==> src/rtl/pipe_stage_hs_pkg.sv <==
// Shared types for the handshake pipeline stage: state encoding, default widths
// and the state-to-occupancy decode.
package pipe_pkg;

  typedef enum logic [1:0] {ST_EMPTY, ST_BUSY, ST_FULL} pipe_state_t;

  localparam int DEF_CNT_W = 16;
  localparam int OCC_W     = 2;

  function automatic logic [OCC_W-1:0] occ_of(input pipe_state_t s);
    case (s)
      ST_BUSY: occ_of = 2'd1;
      ST_FULL: occ_of = 2'd2;
      default: occ_of = 2'd0;
    endcase
  endfunction

endpackage

==> src/rtl/pipe_stage_hs_sat_counter.sv <==
// Saturating up-counter with synchronous active-high clear; holds at all-ones
// instead of wrapping.
module sat_counter #(
  parameter int W = 16
) (
  input  logic         clk,
  input  logic         rst,
  input  logic         inc,
  output logic [W-1:0] cnt
);

  logic [W-1:0] cnt_q, cnt_d;

  always_comb begin
    cnt_d = (inc && (cnt_q != {W{1'b1}})) ? cnt_q + 1'b1 : cnt_q;
  end

  // NOTE: state registers use non-blocking assignment so every flop samples
  // pre-edge values, independent of block evaluation order.
  always_ff @(posedge clk) begin
    if (rst) cnt_q <= '0;
    else     cnt_q <= cnt_d;
  end

  assign cnt = cnt_q;

endmodule

==> src/rtl/pipe_stage_hs.sv <==
// Valid/ready pipeline stage register with flush and a saturating stall counter.
// Define PIPE_STAGE_SKID_EN for the 2-entry skid build (registered in_ready).
module pipe_stage_hs
  import pipe_pkg::*;
#(
  parameter int                DATA_W  = 32,
  parameter int                CNT_W   = DEF_CNT_W,
  parameter logic [DATA_W-1:0] RST_VAL = '0
) (
  input  logic              clk,
  input  logic              rst,
  input  logic              flush,
  input  logic              in_valid,
  output logic              in_ready,
  input  logic [DATA_W-1:0] in_data,
  output logic              out_valid,
  input  logic              out_ready,
  output logic [DATA_W-1:0] out_data,
  output logic [OCC_W-1:0]  occupancy,
  output logic [CNT_W-1:0]  stall_cnt
);

  pipe_state_t       state_q, state_d;
  logic [DATA_W-1:0] main_q, main_d;
  logic              accept, emit;

  assign out_valid = (state_q != ST_EMPTY);
  assign out_data  = main_q;
  assign occupancy = occ_of(state_q);
  assign accept    = in_valid && in_ready;
  assign emit      = out_valid && out_ready;

`ifdef PIPE_STAGE_SKID_EN
  logic [DATA_W-1:0] skid_q, skid_d;

  // Decoded from registered state only, so no out_ready->in_ready path.
  assign in_ready = (state_q != ST_FULL) && !rst;
`else
  assign in_ready = (!out_valid || out_ready) && !rst;
`endif

  // NOTE: every variable written here is given a default first, so no path
  // leaves it unassigned and no latch is inferred.
  always_comb begin
    state_d = state_q;
    main_d  = main_q;
`ifdef PIPE_STAGE_SKID_EN
    skid_d  = skid_q;
`endif
    if (flush) begin
      state_d = ST_EMPTY;
      main_d  = RST_VAL;
    end else begin
      case (state_q)
        ST_EMPTY: begin
          if (accept) begin
            state_d = ST_BUSY;
            main_d  = in_data;
          end
        end
        ST_BUSY: begin
          if (accept && emit) begin
            main_d = in_data;
`ifdef PIPE_STAGE_SKID_EN
          end else if (accept) begin
            state_d = ST_FULL;
            skid_d  = in_data;
`endif
          end else if (emit) begin
            state_d = ST_EMPTY;
          end
        end
`ifdef PIPE_STAGE_SKID_EN
        ST_FULL: begin
          if (emit) begin
            state_d = ST_BUSY;
            main_d  = skid_q;
          end
        end
`endif
        default: state_d = ST_EMPTY;
      endcase
    end
  end

  always_ff @(posedge clk) begin
    if (rst) begin
      state_q <= ST_EMPTY;
      main_q  <= RST_VAL;
    end else begin
      state_q <= state_d;
      main_q  <= main_d;
    end
  end

`ifdef PIPE_STAGE_SKID_EN
  // NOTE: the skid data register is cleared on reset so a stale payload can
  // never surface before the first real write.
  always_ff @(posedge clk) begin
    if (rst) skid_q <= RST_VAL;
    else     skid_q <= skid_d;
  end
`endif

  sat_counter #(.W(CNT_W)) u_stall_cnt (
    .clk (clk),
    .rst (rst),
    .inc (out_valid && !out_ready),
    .cnt (stall_cnt)
  );

endmodule

==> config.mk <==
export PLATFORM = sky130hd
export DESIGN_NAME = pipe_stage_hs
export DESIGN_NICKNAME = d
export VERILOG_FILES = /design/src/rtl/pipe_stage_hs_pkg.sv /design/src/rtl/pipe_stage_hs_sat_counter.sv /design/src/rtl/pipe_stage_hs.sv
export SDC_FILE = /design/constraint.sdc
export NUM_CORES = 1
export LEC_CHECK = 0
export ABC_CLOCK_PERIOD_IN_PS = 4750
export BUFFER_PORTS_ARGS = -buffer_cell sky130_fd_sc_hd__buf_2
export CORE_AREA = 2 2 74 76
export CTS_CLUSTER_SIZE = 40
export DETAILED_ROUTE_END_ITERATION = 10
export DIE_AREA = 0 0 76 78
export PLACE_DENSITY_LB_ADDON = 0.15
export SYNTH_ARGS = -nofsm -noshare
export SYNTH_HDL_FRONTEND = slang
export SYNTH_HIERARCHICAL = 1
export SYNTH_SLANG_ARGS = --single-unit
==> constraint.sdc <==
create_clock -name clk -period 4.75 [get_ports clk]
set_clock_uncertainty 0.05 [all_clocks]
set_input_delay 0.95 -clock clk [delete_from_list [all_inputs] [get_ports clk]]
set_output_delay 0.95 -clock clk [all_outputs]
set_load 0.03 [all_outputs]
* Word level (Yosys, flattened, before mapping)
Index checks and enable logic that the tools add are counted.
** Cells by class
- Add/subtract/negate cells :: 1
- Eq/ne operators :: 7
- Mux-type cells :: 8
- Reduce and logical (&&, ||, !) cells :: 16
** Operator list (count)
- two-way mux 32 bit :: 2
- one-hot mux 32 bit (2 select lines) :: 1
- adder 16 x 1 -> 16 bit (second input constant) :: 1
- != test 16 bit (second input constant) :: 1
- != test 2 bit (second input constant) :: 4
- one-hot mux 2 bit (2 select lines) :: 2
- logical AND 1 bit :: 6
- two-way mux 2 bit :: 3
- AND reduction 3 bit :: 2
- nonzero test 2 bit :: 2
- zero test 1 bit :: 3
- == test 2 x 1 -> 1 bit (second input constant) :: 1
- == test 2 bit (second input constant) :: 1
- zero test 2 bit :: 1
- OR reduction 2 bit :: 1
- logical OR 1 bit :: 1
** Word-level totals
- Register bits :: 50
- Input port bits :: 37
- Output and inout bits :: 52
- Word-level logic and storage cells :: 35

* Depth between registers and ports, before layout
Gate-level depths: netlist of the first run.
- Word-level depth :: 8
- Depth in mapped cells :: 7
- Gate-level depth less buffers :: 6

* By module
Netlist of the first run, hierarchy kept.
** Modules (own cells, without submodules)
- pipe_stage_hs :: times used 1, cells each 157, area an instance 1418.9 µm², seq. area each 660.6 µm²
- sat_counter :: times used 1, cells each 99, area an instance 848.3 µm², seq. area each 320.3 µm²

* Least setup slack after synthesis of the first run
OpenSTA, ideal clock, no wires.
- Path type :: input to output
- From :: input out_ready
- To :: output in_ready
- Arrival :: 1.680 ns
- Required time :: 3.750 ns
- Setup slack :: 2.070 ns
- Stages :: 4
- Path buffers :: 1
- Cell sequence :: nand2b_1 buf_4 inv_1 nor2_1
** Between the ends
- Longest elaborated chain between the ends :: 2
** RTL lines
- from (decl) :: line pipe_stage_hs.sv:17 : input logic out_ready,
- logical OR 1 bit :: line pipe_stage_hs.sv:39 : assign in_ready = (!out_valid || out_ready) && !rst;
- logical AND 1 bit :: line pipe_stage_hs.sv:39
- to (decl) :: line pipe_stage_hs.sv:14 : output logic in_ready,
No other way between the ends.

* Worst setup path after layout of the first run
Same ends and word-level chain as after synthesis.

==> impl_metrics.json, run 1 <==
{
  "wl_per_cell_um": 13.2,
  "met2_usage_pct": 29.4,
  "fin_area_mm2": 0.00281,
  "die_area_mm2": 0.00593,
  "power_density_mw_per_mm2": 288,
  "cts.sinks": 49,
  "port_buffers": 87,
  "crit_chain": "buf_2, nand2b_1, buf_4, inv_1, nor2_1, buf_2",
  "cts-root-buf": "clkbuf_8",
  "holdPathStages": 2,
  "cts_inserted_buffers": 5,
  "critPathKind": "input pin to primary output",
  "io_pins": 89,
  "finalSetupViolations": 0,
  "grt_pass1_vias": 1827,
  "cts_tree": "yes",
  "placed_area_mm2": 0.00269,
  "ant_nets": 0,
  "syn_nets": 294,
  "clk_path_buf_depth": 2,
  "hp-start": "out_data[26]$_SDFFE_PP0P_",
  "clock_latency_ns": 0.29,
  "vias": 2090,
  "ys_warn_count": 6,
  "synthToLayoutAreaGrowth_pct": 23.7,
  "nets": 367,
  "dp_worst_setup_slack_ns": 1.77,
  "slowest_delay_ns": 0.33,
  "fin_ws_ns": 1.75,
  "syn_area_per_cell_um2": 8.86,
  "htree_num_levels": 2,
  "critical_path_required_ns": 3.75,
  "worstMarginPinSlew_ns": 0.992,
  "grt_max_degree": 51,
  "finalCritPeriodShare_pct": 63.1,
  "gp_congestion": 0.784,
  "synthFlopType": "dfxtp_1",
  "fmax_mhz": 334,
  "synth.distinct_cells": 38,
  "grtUsageMet3_pct": 3.95,
  "fp.dieH_um": 78,
  "synth_area_leaders": "dfxtp_1, o21ai_2, nand4_1, nand2_1, or4_1",
  "synth_top_area_share_pct": 43.3,
  "postCtsSetupBuffers": 0,
  "gr-total-overflow": 0,
  "worstReg2RegEnd": "u_stall_cnt/cnt[11]$_SDFFE_PP0P_",
  "synth_commonest_cells": "dfxtp_1, nand2_1, nand4_1",
  "die_x_um": 76,
  "holdBufCountCts": 0,
  "reg2reg_from": "state_q[0]$_SDFFE_PP0P_",
  "busiest_layer": "met2",
  "r2r_slack_ns": 2.68,
  "drt_iter0_markers": 99,
  "start_util_pct": 45.0,
  "path_buf_inv": 4,
  "use_met1_pct": 22.1,
  "num_antenna_cells": 0,
  "fillers": 473,
  "start_kind": "input pin",
  "rows": 26,
  "worstPathArrival_ns": 2.00,
  "hpwlAfterDp_mm": 3.55,
  "outcome": "complete, no violations",
  "worstHoldEndpoint": "out_data[26]$_SDFFE_PP0P_",
  "synth-seq-cells": 49,
  "hold_viol": 0,
  "clk_pin_slew_ns": 0.09,
  "p_leak_uw": 0.00118,
  "maxCapViolCount": 0,
  "routed_wl_mm": 5.26,
  "synth_edf_count": 0,
  "crit_path_frequent_cell": "buf_2",
  "async_flop_share_pct": 0,
  "post-synth-top-count-cell": "dfxtp_1",
  "critical-path-top-delay-family": "buffers and inverters",
  "ir_worst_vdd_v": 0.000129,
  "grt.total_usage_pct": 17.4,
  "path_max_fanout": 34,
  "ff2ff_path_depth": 6,
  "core-area_mm2": 0.00504,
  "antenna_found_initial": 0,
  "grt_pass1_wl_mm": 8.56,
  "rsz0062_at_grt": "no",
  "netlist_area_mm2": 0.00227,
  "worstSetupPathDepth": 6,
  "cp_slowest_cell": "buf_4",
  "drive_above_1_share_pct": 40.9,
  "min_path_type": "flip-flop to flip-flop",
  "postSynthCellCount": 256,
  "yosysSeqAreaShare_pct": 43.3,
  "yosys.area.top_type": "dfxtp_1",
  "drc_errors": 0,
  "slew_violations": 0,
  "drt_first_pass_iters": 4,
  "fin_tns_setup_ns": 0,
  "fin_crit_ns": 3.00,
  "vias_per_cell": 5.23,
  "worstSetupEndpointType": "primary output",
  "cts_resized": 0,
  "relSlewSlack_pct": 33.7
}
layout make-up:
cell class | count | area [um^2] | share of cell area [%]
multi-input combinational | 179 | 1140 | 40.8
inverter | 4 | 15.0 | 0.535
clock buffer | 6 | 82.6 | 2.94
clock inverter | 2 | 37.5 | 1.34
timing repair buffer | 90 | 458 | 16.3
sequential | 49 | 981 | 35.0
tap | 70 | 87.6 | 3.12
flip-flops by register name (all words and copies together) (netlist names):
signal / cells
u_stall_cnt/cnt: 16
out_data: 32
state_q: 1
stage by stage:
step,hold WS [ns],power (uW),std cells,utilization [%]
global route,0.421,843,400,55.6
detailed placement,0.398,508,392,53.3
global placement,0.393,508,392,53.3
finish,0.409,808,400,55.6
floorplan,0.528,484,256,-
CTS,0.411,820,400,55.6
tightest hold or removal path: stages (launching register included):
cell     delay (ns)
dfxtp_1        0.32
nand2_1        0.06
o21ai_2        0.04
power breakdown:
part           total (uW)  leakage, uW  switching [uW]  internal (uW)
combinational        77.3     0.000727            53.3           24.0
sequential            421     0.000396            3.45            417
clock                 310    0.0000574             139            171
total                 808      0.00118             196            613
metal layers:
| metal | vias up | share of wire, % | wire length (um) |
|---|---|---|---|
| li1 | 1084 | - | - |
| met1 | 938 | 47 | 2460 |
| met2 | 63 | 47 | 2470 |
| met3 | 5 | 5.6 | 295 |
| met4 | 0 | 0.82 | 43 |
| met5 | - | 0 | 0 |
cell usage in the layout, fill, tap and decap left out, drive strengths merged, types with 3 or more instances in the layout:
cell type   n
o31ai       6
or4         7
inv         4
nor3        4
nand2      39
and4        3
nor4        3
or3         3
dfxtp      49
o21ai      36
nor2b       3
nand4      36
a21oi      10
nand3       6
nor2        8
buf        90
clkbuf      6
logic make-up (layout without fill, tap and decap cells):
group | Yosys count | in the layout | synth area share [%]
other cells | 1 | 1 | 0.165
buf+inv | 28 | 102 | 6.73
mux | 2 | 2 | 0.938
flops | 49 | 49 | 43.3
compound gates | 56 | 56 | 18.5
simple gates | 117 | 117 | 29.0
fa+ha+maj | 1 | 1 | 0.552
xor+xnor | 2 | 2 | 0.773
worst max-delay path by stage:
stage	endpoint	slack [ns]	startpoint
after global placement	in_ready	1.77	out_ready
after floorplan	in_ready	2.07	out_ready
final	in_ready	1.75	out_ready
after global routing	in_ready	1.65	out_ready
after detailed placement	in_ready	1.77	out_ready
after CTS	in_ready	1.77	out_ready
Note: power is estimated with default switching activity, not from simulation.
==> inputs of run 2 (changes only) <==
- ABC_CLOCK_PERIOD_IN_PS: 4750 -> 2530
- CORE_AREA: 2 2 74 76 -> 2 2 75 77
- DIE_AREA: 0 0 76 78 -> 0 0 77 79
- clock period: 4.75 -> 2.53 ns (I/O delays scaled with it)
==> impl_metrics.json, run 2 (synthesis gave the netlist of run 1 again) <==
{
  "path_max_fanout": 12,
  "htree_num_levels": 2,
  "fillers": 543,
  "gp_congestion": 0.858,
  "fin_tns_setup_ns": 0,
  "hpwlAfterDp_mm": 3.55,
  "drive_above_1_share_pct": 40.6,
  "start_kind": "flip-flop",
  "finalSetupViolations": 0,
  "hp-start": "in_valid",
  "routed_wl_mm": 5.19,
  "holdBufCountCts": 0,
  "vias_per_cell": 5.23,
  "ir_worst_vdd_v": 0.000243,
  "drt_first_pass_iters": 4,
  "critPathKind": "flip-flop to flip-flop",
  "ff2ff_path_depth": 6,
  "worstPathArrival_ns": 2.00,
  "start_util_pct": 42.5,
  "vias": 2102,
  "ant_nets": 0,
  "clk_path_buf_depth": 2,
  "holdWs_ns": 0.375,
  "layout_common_cells": "buf_2, dfxtp_1, nand2_1",
  "cts_tree": "yes",
  "relSlewSlack_pct": 61.2,
  "die_x_um": 77,
  "cts_inserted_buffers": 5,
  "fin_crit_ns": 1.87,
  "worstMarginPinSlew_ns": 0.577,
  "drt_iter0_markers": 83,
  "layoutNonFillerInstCount": 402,
  "cts.sinks": 49,
  "worstSetupPathDepth": 6,
  "slowest_delay_ns": 0.46,
  "min_path_type": "input pin to flip-flop",
  "outcome": "complete, no violations",
  "final_common_cell": "buf_2",
  "placed_cells": 395,
  "fp.dieH_um": 79,
  "critical_path_required_ns": 2.66,
  "port_buffers": 87,
  "finalCritPeriodShare_pct": 74.1,
  "seq_area_um2": 981,
  "rows": 27,
  "power_uw": 1400,
  "worstReg2RegEnd": "u_stall_cnt/cnt[9]$_SDFFE_PP0P_",
  "reg2reg_from": "u_stall_cnt/cnt[0]$_SDFFE_PP0P_",
  "rsz0062_at_grt": "no",
  "nets": 368,
  "worstSetupEndpointType": "flip-flop",
  "postCtsSetupBuffers": 0,
  "antenna_found_initial": 0,
  "num_antenna_cells": 0,
  "clk_pin_slew_ns": 0.09,
  "cp_slowest_cell": "nor4_4",
  "critical-path-top-delay-family": "simple AND/OR/NAND/NOR gates",
  "maxCapViolCount": 0,
  "io_pins": 89,
  "drc_errors": 0,
  "grt_pass1_wl_mm": 8.72,
  "synthToLayoutAreaGrowth_pct": 23.2,
  "fmax_mhz": 533,
  "grt.total_usage_pct": 17.5,
  "largest_reg_flops": 32,
  "grt_max_degree": 66,
  "multiInputGateArea_mm2": 0.00114,
  "cts-root-buf": "clkbuf_8",
  "gr-total-overflow": 0,
  "worstHoldEndpoint": "state_q[0]$_SDFFE_PP0P_",
  "die_area_mm2": 0.00608,
  "clock_latency_ns": 0.30,
  "r2r_slack_ns": 0.66,
  "path_buf_inv": 1,
  "crit_chain": "ha_1, nand3_1, nor4_4, buf_4, or4_1, a21oi_1",
  "holdPathStages": 2,
  "wl_per_cell_um": 12.9,
  "cts_resized": 0,
  "core-area_mm2": 0.00534,
  "power_density_mw_per_mm2": 502,
  "grt_pass1_vias": 1865,
  "p_leak_uw": 0.00118,
  "slew_violations": 0,
  "hold_viol": 0
}
run 2: stage by stage:
| step | setup WS (ns) | util (%) | area [um^2] |
|---|---|---|---|
| after floorplan | 0.628 | - | 2270 |
| after global placement | 0.484 | 50.7 | 2710 |
| after detailed placement | 0.461 | 50.7 | 2710 |
| after CTS | 0.655 | 52.3 | 2790 |
| after global routing | 0.462 | 52.3 | 2790 |
| final | 0.656 | 52.3 | 2790 |
run 2: area by class of cell:
class	count	share of cell area, %
timing repair buffer	91	17.1
inverter	4	0.537
clock buffer	7	3.09
tap	72	3.22
sequential	49	35.1
multi-input combinational	179	40.9
run 2: worst max-delay path by stage:
stage                                     from                                to  slack, ns
6_report       u_stall_cnt/cnt[0]$_SDFFE_PP0P_   u_stall_cnt/cnt[9]$_SDFFE_PP0P_       0.66
3_3_place_gp                         out_ready  u_stall_cnt/cnt[11]$_SDFFE_PP0P_       0.48
3_5_place_dp                         out_ready  u_stall_cnt/cnt[11]$_SDFFE_PP0P_       0.46
2_1_floorplan                        out_ready   u_stall_cnt/cnt[9]$_SDFFE_PP0P_       0.63
5_1_grt        u_stall_cnt/cnt[0]$_SDFFE_PP0P_   u_stall_cnt/cnt[7]$_SDFFE_PP0P_       0.46
4_1_cts        u_stall_cnt/cnt[0]$_SDFFE_PP0P_   u_stall_cnt/cnt[7]$_SDFFE_PP0P_       0.65
run 2: report_power, final:
| group | internal [uW] | total (uW) | switching [uW] |
|---|---|---|---|
| Sequential | 783 | 790 | 6.34 |
| Clock | 217 | 466 | 248 |
| Combinational | 47.2 | 147 | 99.4 |
| Total | 1050 | 1400 | 354 |
run 2: metal layers:
metal | global-route usage [%] | up-vias | wire (um)
li1 | - | 1091 | -
met1 | 24.0 | 947 | 2490
met2 | 27.4 | 59 | 2340
met3 | 4.32 | 5 | 293
met4 | 5.36 | 0 | 63
met5 | 0 | - | 0
